==> src/rtl/rr_mux21_stage_pkg.sv <==
// Shared constants for the round-robin mux21 stage: select encoding and FSM states.
package rr_mux21_stage_pkg;

    localparam logic SEL_A = 1'b0;
    localparam logic SEL_B = 1'b1;

    typedef enum logic {
        ST_EMPTY = 1'b0,
        ST_FULL  = 1'b1
    } state_t;

endpackage

==> src/rtl/rr_mux21_stage_if.sv <==
// Handshake bundle: two producer channels in, one registered consumer channel out.
interface rr_mux21_stage_if #(
    parameter int WIDTH = 8
);
    logic             a_valid;
    logic [WIDTH-1:0] a_data;
    logic             a_ready;
    logic             b_valid;
    logic [WIDTH-1:0] b_data;
    logic             b_ready;
    logic             out_valid;
    logic [WIDTH-1:0] out_data;
    logic             out_ready;
    logic             out_sel;

    // Environment side: producers and consumer.
    modport master (
        output a_valid, a_data, b_valid, b_data, out_ready,
        input  a_ready, b_ready, out_valid, out_data, out_sel
    );

    // Arbitration stage side.
    modport slave (
        input  a_valid, a_data, b_valid, b_data, out_ready,
        output a_ready, b_ready, out_valid, out_data, out_sel
    );
endinterface

==> src/rtl/rr_mux21_stage_mux21.sv <==
// One-bit 2:1 mux; sel=0 passes in0, sel=1 passes in1.
module mux21 (
    input  logic in0,
    input  logic in1,
    input  logic sel,
    output logic y
);
    assign y = sel ? in1 : in0;
endmodule

==> src/rtl/rr_mux21_stage.sv <==
// Round-robin 2-input arbiter feeding a bank of mux21 cells into a one-entry
// output register with valid/ready toward the consumer.
module rr_mux21_stage
    import rr_mux21_stage_pkg::*;
#(
    parameter int WIDTH = 8
) (
    input  logic                clk,
    input  logic                rst,
    rr_mux21_stage_if.slave     bus
);

    state_t           state;
    state_t           state_next;
    logic             last_grant;
    logic             grant;
    logic             grant_valid;
    logic             can_accept;
    logic             xfer;
    logic [WIDTH-1:0] mux_out;
    logic [WIDTH-1:0] data_p0;
    logic             sel_p0;

    // Under contention the channel not served last wins; idle cycles keep the pointer.
    always_comb begin
        grant       = SEL_A;
        grant_valid = bus.a_valid | bus.b_valid;
        if (bus.a_valid && bus.b_valid) begin
            grant = ~last_grant;
        end else if (bus.b_valid) begin
            grant = SEL_B;
        end
    end

    assign can_accept  = (state == ST_EMPTY) | bus.out_ready;
    assign xfer        = can_accept & grant_valid;
    assign bus.a_ready = xfer & (grant == SEL_A);
    assign bus.b_ready = xfer & (grant == SEL_B);

    for (genvar i = 0; i < WIDTH; i++) begin : g_bit
        mux21 u_mux (
            .in0 (bus.a_data[i]),
            .in1 (bus.b_data[i]),
            .sel (grant),
            .y   (mux_out[i])
        );
    end

    always_comb begin
        state_next = state;
        case (state)
            ST_EMPTY: if (xfer) state_next = ST_FULL;
            ST_FULL:  if (bus.out_ready && !xfer) state_next = ST_EMPTY;
            default:  state_next = ST_EMPTY;
        endcase
    end

    // Stage p0: output register, loaded on every accepted word.
    always_ff @(posedge clk or posedge rst) begin
        if (rst) begin
            state      <= ST_EMPTY;
            last_grant <= SEL_B;
            data_p0    <= '0;
            sel_p0     <= SEL_A;
        end else begin
            state <= state_next;
            if (xfer) begin
                last_grant <= grant;
                data_p0    <= mux_out;
                sel_p0     <= grant;
            end
        end
    end

    assign bus.out_valid = (state == ST_FULL);
    assign bus.out_data  = data_p0;
    assign bus.out_sel   = sel_p0;

endmodule

==> src/flat_wrapper.sv <==
// flat-port wrapper written by rule: the top's interface ports become plain ports
module rr_mux21_stage_flat import rr_mux21_stage_pkg::*;
#(
    parameter int WIDTH = 8
)
  (clk, rst, bus_a_valid, bus_a_data, bus_b_valid, bus_b_data, bus_out_ready, bus_a_ready, bus_b_ready, bus_out_valid, bus_out_data, bus_out_sel);
  rr_mux21_stage_if #(.WIDTH(WIDTH)) bus_i ();
  input  logic clk;
  input  logic rst;
  input wire logic [$bits(bus_i.a_valid)-1:0] bus_a_valid;
  input wire logic [$bits(bus_i.a_data)-1:0] bus_a_data;
  input wire logic [$bits(bus_i.b_valid)-1:0] bus_b_valid;
  input wire logic [$bits(bus_i.b_data)-1:0] bus_b_data;
  input wire logic [$bits(bus_i.out_ready)-1:0] bus_out_ready;
  output wire logic [$bits(bus_i.a_ready)-1:0] bus_a_ready;
  output wire logic [$bits(bus_i.b_ready)-1:0] bus_b_ready;
  output wire logic [$bits(bus_i.out_valid)-1:0] bus_out_valid;
  output wire logic [$bits(bus_i.out_data)-1:0] bus_out_data;
  output wire logic [$bits(bus_i.out_sel)-1:0] bus_out_sel;
  assign bus_i.a_valid = bus_a_valid;
  assign bus_i.a_data = bus_a_data;
  assign bus_i.b_valid = bus_b_valid;
  assign bus_i.b_data = bus_b_data;
  assign bus_i.out_ready = bus_out_ready;
  assign bus_a_ready = bus_i.a_ready;
  assign bus_b_ready = bus_i.b_ready;
  assign bus_out_valid = bus_i.out_valid;
  assign bus_out_data = bus_i.out_data;
  assign bus_out_sel = bus_i.out_sel;
  rr_mux21_stage #(.WIDTH(WIDTH)) u_core (.clk(clk), .rst(rst), .bus(bus_i));
endmodule
==> config.mk <==
export PLATFORM = sky130hd
export DESIGN_NAME = rr_mux21_stage_flat
export DESIGN_NICKNAME = d
export VERILOG_FILES = /design/src/rtl/rr_mux21_stage_pkg.sv /design/src/rtl/rr_mux21_stage_if.sv /design/src/rtl/rr_mux21_stage_mux21.sv /design/src/rtl/rr_mux21_stage.sv /design/src/flat_wrapper.sv
export SDC_FILE = /design/constraint.sdc
export NUM_CORES = 1
export LEC_CHECK = 0
export BUFFER_PORTS_ARGS = -buffer_cell sky130_fd_sc_hd__buf_2
export CAP_MARGIN = 40
export CORE_AREA = 10 10 47 49
export CTS_CLUSTER_SIZE = 8
export DETAILED_ROUTE_END_ITERATION = 12
export DIE_AREA = 0 0 57 59
export PLACE_DENSITY = 0.86
export SYNTH_ARGS = -nofsm -noshare
export SYNTH_HDL_FRONTEND = slang
export SYNTH_SLANG_ARGS = --single-unit
==> constraint.sdc <==
create_clock -name clk -period 2.1 [get_ports clk]
set_clock_uncertainty 0.05 [all_clocks]
set_input_delay 0.21 -clock clk [delete_from_list [all_inputs] [get_ports clk]]
set_output_delay 0.21 -clock clk [all_outputs]
set_load 0.005 [all_outputs]
======== After elaboration in Yosys (flattened, before gate mapping) ========
Cells that the tools add are included.
W data, S select, Z words.
operators by class
  bitwise logic cells ..................... 8
  reductions and logical operators ........ 3
  mux-type cells .......................... 13
operators with widths
  cell                 number
  $mux W1              12
  $and A1 B1 Y1        3
  $not A1 Y1           3
  $logic_and A1 B1 Y1  2
  $or A1 B1 Y1         2
  $pmux W1 S2          1
  $logic_not A1 Y1     1
storage, ports and cells
  output and inout port bits .............. 12
  register bits after elaboration ......... 11
  input port bits ......................... 21
  word-level logic and storage cells ...... 28

======== Depth between registers and ports, before layout ========
  word-level depth ........................ 7
  gate-level depth with buffers ........... 4
  gate-level depth less buffers ........... 3

======== Modules after synthesis ========
From an unflattened synthesis, not the netlist that was laid out.
second synthesis, totals
  cell total of the unflattened synthesis .. 41
  area total of the unflattened synthesis .. 615.6 um^2
by module, submodules not included
  module          times used  seq. area each (um^2)  area each (um^2)  cells each
  rr_mux21_stage  1           276.5                  495.5             33
  mux21           8           0.0                    15.0              1

======== Least setup slack after synthesis ========
No wires, ideal clock.
  path type ............................... flip-flop to flip-flop
  start ................................... register u_core.last_grant
  end ..................................... register u_core.data_p0[0], in the netlist u_core.bus.out_data[0]
  cell stages (with the launch flop) ...... 5
  data required time ...................... 1.924 ns
  setup time .............................. 0.126 ns
  buffers on the path ..................... 1
  arrival time ............................ 1.128 ns
  path slack .............................. 0.796 ns
  clock period less this slack ............ 1.304 ns
  cells stage by stage .................... dfstp_2 -> nand2_1 -> and3_4 -> buf_6 -> a221o_1
between the ends
  cells in the longest elaborated chain, start to end .. 3
RTL lines
  item                      RTL line                   RTL
  start: declaration        rr_mux21_stage.sv:15       logic last_grant;
  start signal: assignment  rr_mux21_stage.sv:68       last_grant <= grant;
  $not A1 Y1                rr_mux21_stage.sv:29       grant = ~last_grant;
  $mux W1                   rr_mux21_stage.sv:28       if (bus.a_valid && bus.b_valid) begin
  $mux W1                   rr_mux21_stage_mux21.sv:8  assign y = sel ? in1 : in0;
  end signal: assignment    rr_mux21_stage.sv:69       data_p0 <= mux_out;
  end: declaration          rr_mux21_stage.sv:21       logic [WIDTH-1:0] data_p0;
No other way between the ends.
A chain may end at the register's enable or synchronous reset.

======== Final worst setup path ========
  start ................................... register u_core.state, in the netlist u_core.bus.out_valid
  end ..................................... output bus_a_ready
between the ends
  cells in the longest elaborated chain, start to end .. 4
RTL lines
  item                      RTL line              RTL
  start: declaration        rr_mux21_stage.sv:13  state_t state;
  start signal: assignment  rr_mux21_stage.sv:66  state <= state_next;
  $not A1 Y1                rr_mux21_stage.sv:35  assign can_accept = (state == ST_EMPTY) | bus.out_ready;
  $or A1 B1 Y1              rr_mux21_stage.sv:35
  $and A1 B1 Y1             rr_mux21_stage.sv:36  assign xfer = can_accept & grant_valid;
  $and A1 B1 Y1             rr_mux21_stage.sv:37  assign bus.a_ready = xfer & (grant == SEL_A);
  end: declaration          flat_wrapper.sv:15    output wire logic [$bits(bus_i.a_ready)-1:0] bus_a_ready;
No other way between the ends.

==> results.cfg <==
[status]
status = finished clean

[synth]
synthSimpleGateAreaFrac = 0.234
muxShareOfSynthArea = 0
synth-warning-count = 0
post_synth_inst_count = 50
unique_cell_type_count_in_the_yosys_netlist = 16
adder_cell_area_share_of_the_yosys_netlist = 0
synth_area_um2 = 534
synthesis.nets = 71
synth_top_family_by_area = simple AND/OR/NAND/NOR gates
share_of_the_synthesized_area_in_compound_gates_ao_oa_aoi_oai = 0.194
ys_ff_latch = 11
avgSynthCellArea_um2 = 10.7
register_area_share_after_synthesis = 0.518
synth-xor-area-share = 0

[cts]
cts.reportedPaths.clkPinSlew_ps = 70
cts.repair_timing.setup_buffer_count = 0
cts-buffers-inserted = 3
clock_tree.root_cell = sky130_fd_sc_hd__clkbuf_4
clock_tree.buffer_depth = 2
tritoncts = done
cts.sinks = 11
insertion_delay_ps = 270
htreeDepth = 1
post_cts_hold_buffer_count = 1
cts_repair_resize_count = 0

[floorplanning]
rows = 14
floorplan.die_area_um2 = 3360
chipWidth_um = 57
initial_utilization = 0.381
ioPinCount = 33
placeableCoreArea_um2 = 1400
die_height_um = 59

[power]
share_comb_of_total_power = 0.241
static_power_due_to_leakage_nw = 0.379
switch_share = 0.280
sequentialPowerShare = 0.489
ir_drop_v = 0.000276
pint_w = 0.000389
cellPowerDensity_nw_per_um2 = 746
power.net_switching_w = 0.000152
power.clock.fraction = 0.270

[setup_path]
worstSetupStartpoint = u_core.bus.out_valid$_DFF_PP0_
path_cells = nor2b_1 -> nor3b_1 -> buf_2
worst_ep_required_time_ps = 1840
r2r-start = u_core.bus.out_valid$_DFF_PP0_
max_stage_delay_ps = 550
timing.critical_path.max_delay_family = simple AND/OR/NAND/NOR gates
crit_fanout = 10
timing.critical_path.buf_inv = 1
critPathSlowestCell = sky130_fd_sc_hd__nor2b_1
worstSetupEndpointType = output port
setup.worst_path.class = reg -> out
critical_path.startpoint_type = flip-flop
arrival_ps = 1470

[final_layout]
flow.area_growth_from_synthesis_pct = 35.8
fin_util = 0.518
antenna_cells_inserted = 0
n_fill_cell = 147
layout_common_cells = 32 x sky130_fd_sc_hd__buf_2, 10 x sky130_fd_sc_hd__dfrtp_1, 9 x sky130_fd_sc_hd__nand2_1, 8 x sky130_fd_sc_hd__nor3_1, 8 x sky130_fd_sc_hd__a221o_1
fin_nets = 105
mostFrequentLayoutCell = sky130_fd_sc_hd__buf_2
drive_above_1_share = 0.470

[sta]
slew_violations = 0
timing.final.crit_share = 0.826
setup_violators_final = 0
final.setup.tns_ps = 0
timing.max_slew.rel_slack = 0.582
grt_setup_unrepaired = no
finalWorstPathRequiredPeriod_ps = 1730
clock.fmax_ghz = 0.577
worst_pin_slew_ps = 625
hold_violations = 0

[hold_path]
min-delay-path-class = in -> reg
hold_path.startpoint = bus_b_data[2]

[placed_design]
portBuffers = 32
globalplace.congestion = 0.766
post-dp-hpwl_mm = 1.22

[route]
final_antenna_net_count = 0
vias_per_cell = 5.23
drt-total-wl_mm = 1.61
num_vias = 518
drtIter0Drc = 17
detail_route.first_pass.iterations = 5
drc = 0
post_drt_wl_per_cell_um = 16.2

[grt]
gr-total-overflow = 0
antenna_found_initial = 0
grt_util_all_layers = 0.0980
grt_first_pass_wirelength_mm = 2.58
grt_pass1_vias = 572
pin_count_of_the_biggest_net_entering_global_routing = 13

[flow_run]
cap_violations = 0
==> synth_stat cells, drive strengths merged <==
library cell,instances,area (um2)
a21o,2,15.0
a221o,8,80.1
and3,1,11.3
buf,3,21.3
clkbuf,1,3.75
dfrtp,10,250
dfstp,1,26.3
inv,1,3.75
nand2,9,33.8
nand2b,1,13.8
nor2b,2,12.5
nor3,8,40.0
nor3b,1,7.51
o21ai,1,8.76
or3,1,6.26
==> power groups by stage <==
| stage | sequential (W) | combinational, W | clock [W] |
|---|---|---|---|
| after floorplan | 0.000269 | 0.0000683 | 0 |
| after global placement | 0.000267 | 0.000128 | 0 |
| after detailed placement | 0.000268 | 0.000132 | 0 |
| after CTS | 0.000265 | 0.000133 | 0.000148 |
| after global routing | 0.000268 | 0.000146 | 0.000160 |
| final | 0.000265 | 0.000131 | 0.000146 |
==> cell families after synthesis <==
logic type | after synthesis
compound gates | 11
buf+inv | 5
simple gates | 23
flops | 11
==> path summary, 6_finish.rpt <==
path | endpoint | slack (ps) | depth (start not counted)
max | bus_a_ready | 370 | 3
min | u_core.bus.out_data[2]$_DFFE_PP0P_ | 110 | 2
max reg2reg | u_core.bus.out_data[0]$_DFFE_PP0P_ | 590 | 3
min reg2reg | u_core.bus.out_sel$_DFFE_PP0P_ | 440 | 1
max in group asynchronous | u_core.last_grant$_DFFE_PP1P_ | 1240 | 3
min in group asynchronous | u_core.bus.out_data[1]$_DFFE_PP0P_ | 420 | 3
==> state kept, by name, indices dropped and copies added, names as in the netlist <==
name	flops
u_core.last_grant	1
u_core.bus.out_valid	1
u_core.bus.out_sel	1
u_core.bus.out_data	8
==> metrics by stage <==
step,total power [W],cell area [um2],worst slack (ps),hold slack (ps),instances
final,0.000541,726,366,109,99
after floorplan,0.000338,534,796,11.7,50
after global routing,0.000574,726,212,111,99
after global placement,0.000394,689,656,158,94
after detailed placement,0.000400,689,601,173,94
after CTS,0.000546,726,356,113,99
==> layout make-up <==
type                    instances  area, um2  share of cell area
clock buffers                   4       26.3              0.0362
inverters                       1       3.75             0.00517
multi-input cells              34        229               0.316
flip-flops and latches         11        277               0.381
well taps                      16       20.0              0.0276
repair buffers                 33        170               0.234
==> routing by layer <==
| layer | vias up | wire (um) | track usage |
|---|---|---|---|
| met2 | 22 | 818 | 0.166 |
| met3 | 4 | 146 | 0.0429 |
| met5 | - | 0 | 0 |
| met4 | 0 | 19 | 0.0671 |
| li1 | 250 | - | - |
| met1 | 242 | 623 | 0.0946 |
Power figures use the tool's default switching activity.
